==> config.mk <==
export PLATFORM = sky130hd
export DESIGN_NAME = mac_seq
export DESIGN_NICKNAME = d
export VERILOG_FILES = /design/src/rtl/mac_seq_pkg.sv /design/src/rtl/mac_seq.sv
export SDC_FILE = /design/constraint.sdc
export NUM_CORES = 1
export LEC_CHECK = 0
export ABC_AREA = 1
export CAP_MARGIN = 20
export CORE_ASPECT_RATIO = 0.7
export CORE_UTILIZATION = 38
export CTS_BUF_LIST = sky130_fd_sc_hd__clkbuf_8
export DETAILED_ROUTE_END_ITERATION = 6
export GPL_ROUTABILITY_DRIVEN = 0
export GPL_TIMING_DRIVEN = 0
export PLACE_DENSITY = 0.82
export SLEW_MARGIN = 40
export SYNTH_ARGS = -nofsm -noshare
export SYNTH_HDL_FRONTEND = slang
export SYNTH_SLANG_ARGS = --single-unit
==> constraint.sdc <==
create_clock -name clk -period 2.02 [get_ports clk]
set_clock_uncertainty 0.05 [all_clocks]
set_input_delay 0.606 -clock clk [delete_from_list [all_inputs] [get_ports clk]]
set_output_delay 0.606 -clock clk [all_outputs]
set_load 0.005 [all_outputs]
==> src/rtl/mac_seq_pkg.sv <==
// Shared definitions for the MAC sequencer: the FSM state type and the
// accumulator width helper that the sibling MAC also uses for its sizing.
package mac_seq_pkg;

   // Sequencer phases: clear the MAC, stream operands, let the last product
   // land, then hold the captured sum until it is accepted.
   typedef enum logic [2:0] {
      ST_IDLE  = 3'd0,
      ST_CLEAR = 3'd1,
      ST_RUN   = 3'd2,
      ST_DRAIN = 3'd3,
      ST_DONE  = 3'd4
   } mac_seq_state_t;

   // Accumulator width: a full product plus DATA_WIDTH bits of growth headroom.
   function automatic int acc_w(input int data_width);
      return 3 * data_width;
   endfunction

endpackage

==> src/rtl/mac_seq.sv <==
// mac_seq: initiator for one MAC accumulator. A start command clears the MAC,
// pops len operand pairs jointly from the A/B streams onto the MAC enable and
// operand inputs, then presents the accumulated sum on a valid/ready port.
// Optional build macro MAC_SEQ_STALL_CNT_EN adds a saturating counter of RUN
// cycles in which no operand pair fired; without it stall_cnt is tied to 0.
module mac_seq
   import mac_seq_pkg::*;
#(
   parameter int DATA_WIDTH = 8,
   parameter int LEN_W      = 8,
   parameter int STALL_W    = 16
) (
   input  logic                            clk,
   input  logic                            rst,
   input  logic                            start,
   input  logic [LEN_W-1:0]                len,
   output logic                            busy,
   input  logic [DATA_WIDTH-1:0]           a_data,
   input  logic [DATA_WIDTH-1:0]           b_data,
   input  logic                            a_valid,
   input  logic                            b_valid,
   output logic                            a_ready,
   output logic                            b_ready,
   output logic                            mac_en,
   output logic                            mac_clr,
   output logic [DATA_WIDTH-1:0]           mac_a,
   output logic [DATA_WIDTH-1:0]           mac_b,
   input  logic [acc_w(DATA_WIDTH)-1:0]    mac_cout,
   output logic [acc_w(DATA_WIDTH)-1:0]    res_data,
   output logic                            res_valid,
   input  logic                            res_ready,
   output logic [STALL_W-1:0]              stall_cnt
);

   mac_seq_state_t   state_q;
   logic [LEN_W-1:0] remaining_q;
   logic             fire;

   // Combinational handshakes and MAC drive; everything idles at 0 outside RUN
   // so the MAC and the operand FIFOs only ever see joint pops.
   always_comb begin
      fire      = 1'b0;
      busy      = (state_q != ST_IDLE);
      a_ready   = 1'b0;
      b_ready   = 1'b0;
      mac_en    = 1'b0;
      mac_clr   = (state_q == ST_CLEAR);
      mac_a     = '0;
      mac_b     = '0;
      res_valid = (state_q == ST_DONE);
      if (state_q == ST_RUN) begin
         fire    = a_valid & b_valid;
         a_ready = fire;
         b_ready = fire;
         mac_en  = fire;
         mac_a   = a_data;
         mac_b   = b_data;
      end
   end

   // Job sequencing: remaining counts pairs still to pop; the final fire moves
   // to DRAIN so the MAC's registered sum includes the last product.
   always_ff @(posedge clk) begin
      if (rst) begin
         state_q     <= ST_IDLE;
         remaining_q <= '0;
      end else begin
         case (state_q)
            ST_IDLE: begin
               if (start) begin
                  remaining_q <= len;
                  state_q     <= ST_CLEAR;
               end
            end
            ST_CLEAR: begin
               state_q <= (remaining_q == '0) ? ST_DRAIN : ST_RUN;
            end
            ST_RUN: begin
               if (fire) begin
                  remaining_q <= remaining_q - LEN_W'(1);
                  if (remaining_q == LEN_W'(1)) begin
                     state_q <= ST_DRAIN;
                  end
               end
            end
            ST_DRAIN: begin
               state_q <= ST_DONE;
            end
            ST_DONE: begin
               if (res_ready) begin
                  state_q <= ST_IDLE;
               end
            end
            default: begin
               state_q <= ST_IDLE;
            end
         endcase
      end
   end

   // Result capture at the end of DRAIN; held unchanged through DONE.
   always_ff @(posedge clk) begin
      if (rst) begin
         res_data <= '0;
      end else if (state_q == ST_DRAIN) begin
         res_data <= mac_cout;
      end
   end

`ifdef MAC_SEQ_STALL_CNT_EN
   logic [STALL_W-1:0] stall_q;

   // Stall statistics: restart on an accepted start, count starved RUN cycles,
   // saturate at all-ones, and hold the final figure until the next job.
   always_ff @(posedge clk) begin
      if (rst) begin
         stall_q <= '0;
      end else if ((state_q == ST_IDLE) && start) begin
         stall_q <= '0;
      end else if ((state_q == ST_RUN) && !fire && (stall_q != '1)) begin
         stall_q <= stall_q + STALL_W'(1);
      end
   end

   assign stall_cnt = stall_q;
`else
   assign stall_cnt = '0;
`endif

endmodule

After elaboration in Yosys (flattened, before gate mapping)

Index checks and enable logic that the tools add are counted.

Output and inout bits: 62
Logic and storage cells: 32
Register bits after elaboration: 35
Input port bits: 54

Add/sub/neg operators: 1
Bitwise gates (word level): 1
Equal/unequal tests: 9
Muxes and demuxes: 12
Reduce and logical (&&, ||, !) cells: 6

Operators by type and width:

| kind                                                                  | number |
|---|---|
| 8-bit two-way mux                                                     | 4 |
| 8-bit one-hot mux with 2 select lines                                 | 1 |
| 3-bit one-hot mux with 5 select lines                                 | 1 |
| 3-bit two-way mux                                                     | 4 |
| 8-bit by 1-bit equality test with 1-bit output, second input constant | 1 |
| 8-bit zero test                                                       | 1 |
| 8-bit by 1-bit subtractor with 8-bit output, second input constant    | 1 |
| 3-bit by 2-bit equality test with 1-bit output, second input constant | 2 |
| 2-bit by 1-bit != test with 1-bit output, second input constant       | 2 |
| 2-bit != test, second input constant                                  | 2 |
| 4-bit AND reduction                                                   | 1 |
| 3-bit by 1-bit equality test with 1-bit output, second input constant | 1 |
| 3-bit equality test, second input constant                            | 1 |
| 3-bit zero test                                                       | 1 |
| 3-bit AND reduction                                                   | 1 |
| 3-bit nonzero test                                                    | 1 |
| 1-bit two-way mux                                                     | 2 |
| 2-bit nonzero test                                                    | 1 |
| 1-bit bitwise AND                                                     | 1 |

Longest topological paths before layout

Depth after elaboration: 4
Mapped depth: 9
Depth with buffers taken out: 9

Worst setup path before layout

Ideal clock, no wire load.

Kind: register to output
From: reg state_q[2]
To: out b_ready
Path buffers: 2
Setup slack: 0.250 ns
Stages on the path, launching flop included: 6
Arrival time: 1.114 ns
Data required time: 1.364 ns
Cell sequence: dfxtp_1 > nor2_1 > nand2_1 > buf_4 > nor2_1 > buf_4

Word-level cells in the longest chain between the ends: 2

Ends and longest elaborated chain:

| item                                           | line          | RTL |
|---|---|---|
| start, declared                                | mac_seq.sv:35 | `mac_seq_state_t state_q;` |
| start signal, assigned                         | mac_seq.sv:76 | `state_q <= (remaining_q == '0) ? ST_DRAIN : ST_RUN;` |
| 3-bit by 2-bit equality test with 1-bit output | mac_seq.sv:51 | `if (state_q == ST_RUN) begin` |
| 1-bit two-way mux                              | --            |  |
| end, declared                                  | mac_seq.sv:23 | `output logic b_ready,` |

Every way passes these cells.

Final worst setup path

From: reg state_q[0]
To: out mac_b[4]

Word-level cells in the longest chain between the ends: 2

Ends and longest elaborated chain:

| item                                           | line          | RTL |
|---|---|---|
| 3-bit by 2-bit equality test with 1-bit output | mac_seq.sv:51 |  |
| 8-bit two-way mux                              | mac_seq.sv:51 |  |
| end, declared                                  | mac_seq.sv:27 | `output logic [DATA_WIDTH-1:0] mac_b,` |

Every way passes these cells.

==> results by group <==
CTS
  • TritonCTS Buffers: 5
  • Clk_lat worst skew: 0.29 ns
  • Clk slew on worst S/H paths: 0.08 ns
  • Clock Path Buffers: 2
  • Clk root buf: clkbuf_8
  • CTS Hold Buffers Added: 0
  • CTS sink count: 35
  • CTS tree: done
  • Htree depth: 2

Detailed routing
  • Via count: 2183
  • Initial DRC count: 118
  • Final ANT Viol Nets: 0
  • Vias per cell: 4.52
  • DRC violations left: 0
  • Pre-antenna DRT Iters: 4
  • Per-cell routed wire length: 12.3 microns
  • Final wirelength: 5930 microns

Setup path
  • Worst reg2reg path startpoint: state_q[0]
  • Slowest stage cell, crit path: dfxtp_4
  • Buffers & Inverters on Critical Path: 3
  • Crit-path cells: nor2_4 > nand2_4 > buf_6 > buf_4 > nor2_1 > buf_2
  • CP Capture Type: output port
  • Delay-heaviest family, CP: buffers and inverters
  • Critical Path Source: state_q[0]
  • Max FO, Critical Path: 8
  • CP peak stage delay: 0.36 ns
  • WP data arrival: 1.37 ns
  • Worst EP required: 1.36 ns
  • Crit Path Category: reg -> out
  • CP Launch Type: flop

Timing
  • Final worst setup slack: -0.0100 ns
  • Post-route minimum period: 2.03 ns
  • Setup-failing EPs final: 2
  • Count of pins over their slew limit: 0
  • Max Clk Rate: 493 MHz
  • Hold_ws: 0.439 ns
  • RSZ-0062 raised after global routing: true
  • Fin crit share: 100%
  • Final hold vios: 0

Synth
  • Synth Area per Inst: 6.56 sq um
  • Distinct cells, synth: 22
  • Ranking of synthesized cells by area: dfxtp_1, nor2_1, o21ai_0
  • Yosys warns: 0
  • Syn Inst Count: 286
  • Synth top area share: 37.4%
  • #FFs+latches synth: 35
  • Synth area leader: dfxtp_1
  • Sequential share of the synthesized area: 37.4%
  • Synth Cell Area: 1880 sq um

Die
  • Full die area: 5230 sq um
  • I/O pin count: 116
  • Core ar.: 4530 sq um
  • Cell row count: 20
  • Initial Util: 41.4%
  • Die height: 60.8 microns
  • Die width: 86.0 microns

Final layout
  • Final #Nets: 473
  • Area grow syn2layout: 66.8%
  • Design Area, Final: 3130 sq um
  • Fraction of final layout cells sized beyond drive strength 1: 18.9%
  • Diodes inserted: 0
  • Fill count: 404

Place
  • Port Buffers: 98
  • Detail Placement HPWL: 4430 microns
  • Placed instance area: 3000 sq um

Global route
  • Met3 Use GR: 6.80%
  • Gr ovfl total: 0
  • Total track usage: 23.2%
  • GR Util met1: 25.4%
  • First-pass GRT wire length: 9090 microns
  • Largest net degree at the start of global routing: 13
  • Gr busiest metal: met2
  • Initial antenna violation count: 0
  • Met2 Use GR: 43.0%
  • Vias in the first global route: 1954

Power
  • Worst vdd ir: 0.000603 V
  • Power Dens Cells: 968 nW/um^2
  • Total power: 0.00303 W
  • Lkg Pwr: 1.56 nW

Status
  • Status: complete, but fails checks
  • Violated checks: negative setup slack

Worst hold path
  • Hold path startpoint: remaining_q[7]
  • HP Class: reg -> reg

Job
  • Maxcap violations: 0
## report_power, final
group	leakage, nW	switching (W)	total, W	internal, W
registers	0.287	0.000134	0.000984	0.000850
clock network	0.0402	0.000267	0.000507	0.000240
logic	1.24	0.000829	0.00154	0.000709
total	1.56	0.00123	0.00303	0.00180
## routing by layer
layer	share of wire, %	vias to the layer above
li1	-	1107
met1	42	973
met2	47	93
met3	9.6	10
met4	2.0	0
met5	0	-
## worst min-delay path, delay by kind of cell, from the launching register on
kind               cells  cell delay [ns]
and+or+nand+nor        1             0.06
DFF                    1             0.33
AOI/OAI and AO/OA      1             0.06
## cells in the mapped netlist
master,count
nor2_1,85
nand2_1,38
dfxtp_1,35
o21ai_0,35
inv_1,33
buf_4,19
a21oi_1,8
nand3_1,7
buf_2,4
buf_6,3
ha_1,3
clkbuf_1,2
inv_2,2
nand3b_1,2
nor2_2,2
nor3_1,2
a21oi_2,1
conb_1,1
nor2_4,1
nor3_4,1
o21a_1,1
o21ai_1,1
## stage by stage
stage                     setup WS, ns  utilization [%]  setup TNS [ns]  cells
after floorplan                  0.250                -               0    301
after global placement          -0.584             66.1           -7.10    465
after detailed placement        -0.602             66.1           -7.63    465
after CTS                      -0.0529             69.0         -0.0983    483
after global routing           -0.0728             69.1          -0.209    483
final                          -0.0100             69.1         -0.0184    483
## flip-flops by register name, summed over array words and instances (netlist names)
name         flops
remaining_q      8
res_data        24
state_q          3
## layout by cell type, fill, tap and decap left out, types with 2 or more instances in the layout
cell             count
clkinvlp_4           2
o21ai_0             35
clkbuf_8             5
nand3b_1             2
nor2_4               3
dlygate4sd2_1        4
inv_2                2
nand2_1             36
buf_6                7
nor2_2               2
a21oi_1              8
nor2_1              83
buf_4               25
buf_2               22
clkbuf_1             2
nand3_1              7
dfxtp_4              3
inv_1               33
conb_1              16
clkdlybuf4s50_1     73
ha_1                 3
dfxtp_1             32
nor3_4               2
## final cells by class
class | instances | area (sq um) | share of cell area [%]
Tap cell | 66 | 82.6 | 2.64
Sequential cell | 35 | 712 | 22.8
Clock buffer | 5 | 68.8 | 2.20
Timing Repair Buffer | 109 | 967 | 30.9
Clock inverter | 3 | 20.0 | 0.640
Multi-Input combinational cell | 203 | 937 | 29.9
Buffer | 27 | 210 | 6.72
Inverter | 35 | 131 | 4.20
## timing repair
| item | 4_1_cts | 5_1_grt |
|---|---|---|
| setup buffers | 9 | 1 |
| pin swaps | 5 | 3 |
| endpoints found under the setup margin | 22 | 11 |
| cloned | 1 | 0 |
| resized for setup | 94 | 6 |
## kinds of logic (layout without fill, tap and decap cells)
family,Yosys count,in the layout,share of synthesized area (%)
and+or+nand+nor,138,138,30.0
buffers and inverters,63,179,17.9
AOI/OAI and AO/OA,46,46,12.6
DFF,35,35,37.4
adders and majority gates,3,3,2.00
other,1,16,0.200
## path summary, 6_finish.rpt
kind,end,slack [ns],cells past startpoint
worst min-delay path,remaining_q[7],0.44,2
worst max-delay path,mac_b[4],-0.01,6
worst max register to register,remaining_q[4],0.52,7
worst min register to register,remaining_q[7],0.44,2
Power figures use the tool's default switching activity.
==> edit: new RTL, same settings <==
Set the parameter `STALL_W` to 18 (it was 16).
--- a/src/rtl/mac_seq.sv
+++ b/src/rtl/mac_seq.sv
@@ -8,7 +8,7 @@
 #(
    parameter int DATA_WIDTH = 8,
    parameter int LEN_W      = 8,
-   parameter int STALL_W    = 16
+   parameter int STALL_W    = 18
 ) (
    input  logic                            clk,
    input  logic                            rst,
Ports: changed (resized stall_cnt); port bits go from 116 to 118. No check against the original RTL was run, so the function may have changed too.
==> edit against the original RTL <==
  * Via count is 1.1% higher
  * Worst setup slack improved by 0.012 ns
  * Area after synthesis increased by 0.80%
  * Hold slack worse by 0.0010 ns
  * Largest cell class unchanged
  * Routed wire length up 2.3%
  * Non-clock buffer count rose by 5
  * Synthesized cell count grew 0.70%
  * Global-route usage rose by 0.58 points
  * Utilization decreased by 1.1 points
  * Final cell count rose by 2.1%
  * Die area grew 0.78%
  * Design area rose by 4.0%
  * Total power rose by 11%
  * Sequential cell count did not move
==> edit: results (changes against the original RTL) <==
maximum single-stage delay on the critical path 0.46 ns (was 0.36 ns); placement-stage cell area 3022 sq um (was 2995 sq um); global router's overall resource usage 23.75% (was 23.17%); share of layout cells above drive strength 1 20.99% (was 18.94%); worst vdd ir 448.1 uV (was 602.7 uV); count of buffers inserted at the top-level ports 98 (unchanged); FF-to-FF Start state_q[2] (was state_q[0]); Leak 1.626 nW (was 1.565 nW); FILL cells 394 (was 404); warnings from Yosys 0 (unchanged); total clock buffers created by CTS 5 (unchanged); DRT Wirelength 6070 um (was 5934 um); slowest CP cell clkdlybuf4s50_1 (was dfxtp_4); post-synthesis sequential area ratio 37.06% (was 37.36%); nets 480 (was 473); outcome finished, final reports clean (was complete, but fails checks); maximum fanout along the worst path 1 (was 8); main area contributors after synthesis dfxtp_1, nor2_1, o21ai_0 (unchanged); clock latency reported for the late side of the worst-skew pair 0.29 ns (about the same); mux share of post-synthesis cell area 0% (unchanged); ratio of routed vias to standard cells 4.477 (was 4.520); post-synthesis compound-gate area fraction 12.51% (was 12.61%); detailed-routed wire length on met3 604 um (was 567 um); post-synthesis share of cell area spent on full adders, half adders and majority gates 1.985% (was 2.001%); wire length of the first global-routing pass 9404 um (was 9087 um); Top Registers res_data (24), remaining_q (8), state_q (3) (unchanged); first-iteration detailed-routing DRC count 201 (was 118); setup slack after placement -0.6529 ns (was -0.6021 ns); launching instance or port of the critical path a_data[2] (was state_q[0]); DP Wirelength 4251 um (was 4433 um); first-pass detailed-route iteration total 5 (was 4); routed length on met1 2510 um (was 2467 um)
[edit: timing repair]
item,CTS,global route
pin swaps,4,5
setup buffers,11,3
gates resized for setup,105,5
setup endpoints to repair,22,17
[edit: final timing paths]
kind | to | slack (ns)
max | mac_a[2] | 0.002
min | remaining_q[7] | 0.44
max reg2reg | res_data[15] | 0.47
min reg2reg | remaining_q[7] | 0.44
[edit: area by class of cell]
class | instances | share of cell area (%)
multi-input combinational | 205 | 29.58
sequential | 35 | 21.88
inverter | 35 | 4.038
timing repair buffer | 112 | 30.62
clock buffer | 5 | 2.115
buffer | 29 | 7.038
tap | 69 | 2.654
clock inverter | 3 | 2.077
[edit: metrics by stage]
step / instances / hold slack, ns / util (%)
floorplan: 305 / 0.4030 / -
global placement: 472 / 0.4184 / 63.19
detailed placement: 472 / 0.4265 / 63.19
CTS: 491 / 0.4385 / 67.48
global route: 493 / 0.4573 / 68.03
finish: 493 / 0.4382 / 68.03
[edit: layer usage]
layer	up-vias	track usage, %
li1	1114	-
met1	994	27.00
met2	92	42.97
met3	7	9.383
met4	0	5.714
met5	-	0
[edit: worst reg2reg max path, delay by kind of cell, from the launching register on]
| kind | cells | cell delay [ns] |
|---|---|---|
| simple gates | 3 | 0.43 |
| buf+inv | 4 | 0.59 |
| flops | 1 | 0.37 |
[edit: kinds of logic (layout without fill, tap and decap cells)]
group	count (synthesis)	after routing
buf+inv	65	184
simple gates	138	138
compound gates	46	46
other cells	1	18
flops	35	35
fa+ha+maj	3	3
[edit: power by group]
group / total [mW] / switching [mW] / internal [mW]
Sequential: 0.973 / 0.124 / 0.849
Clock: 0.770 / 0.278 / 0.492
Combinational: 1.63 / 0.875 / 0.755
Total: 3.37 / 1.28 / 2.10
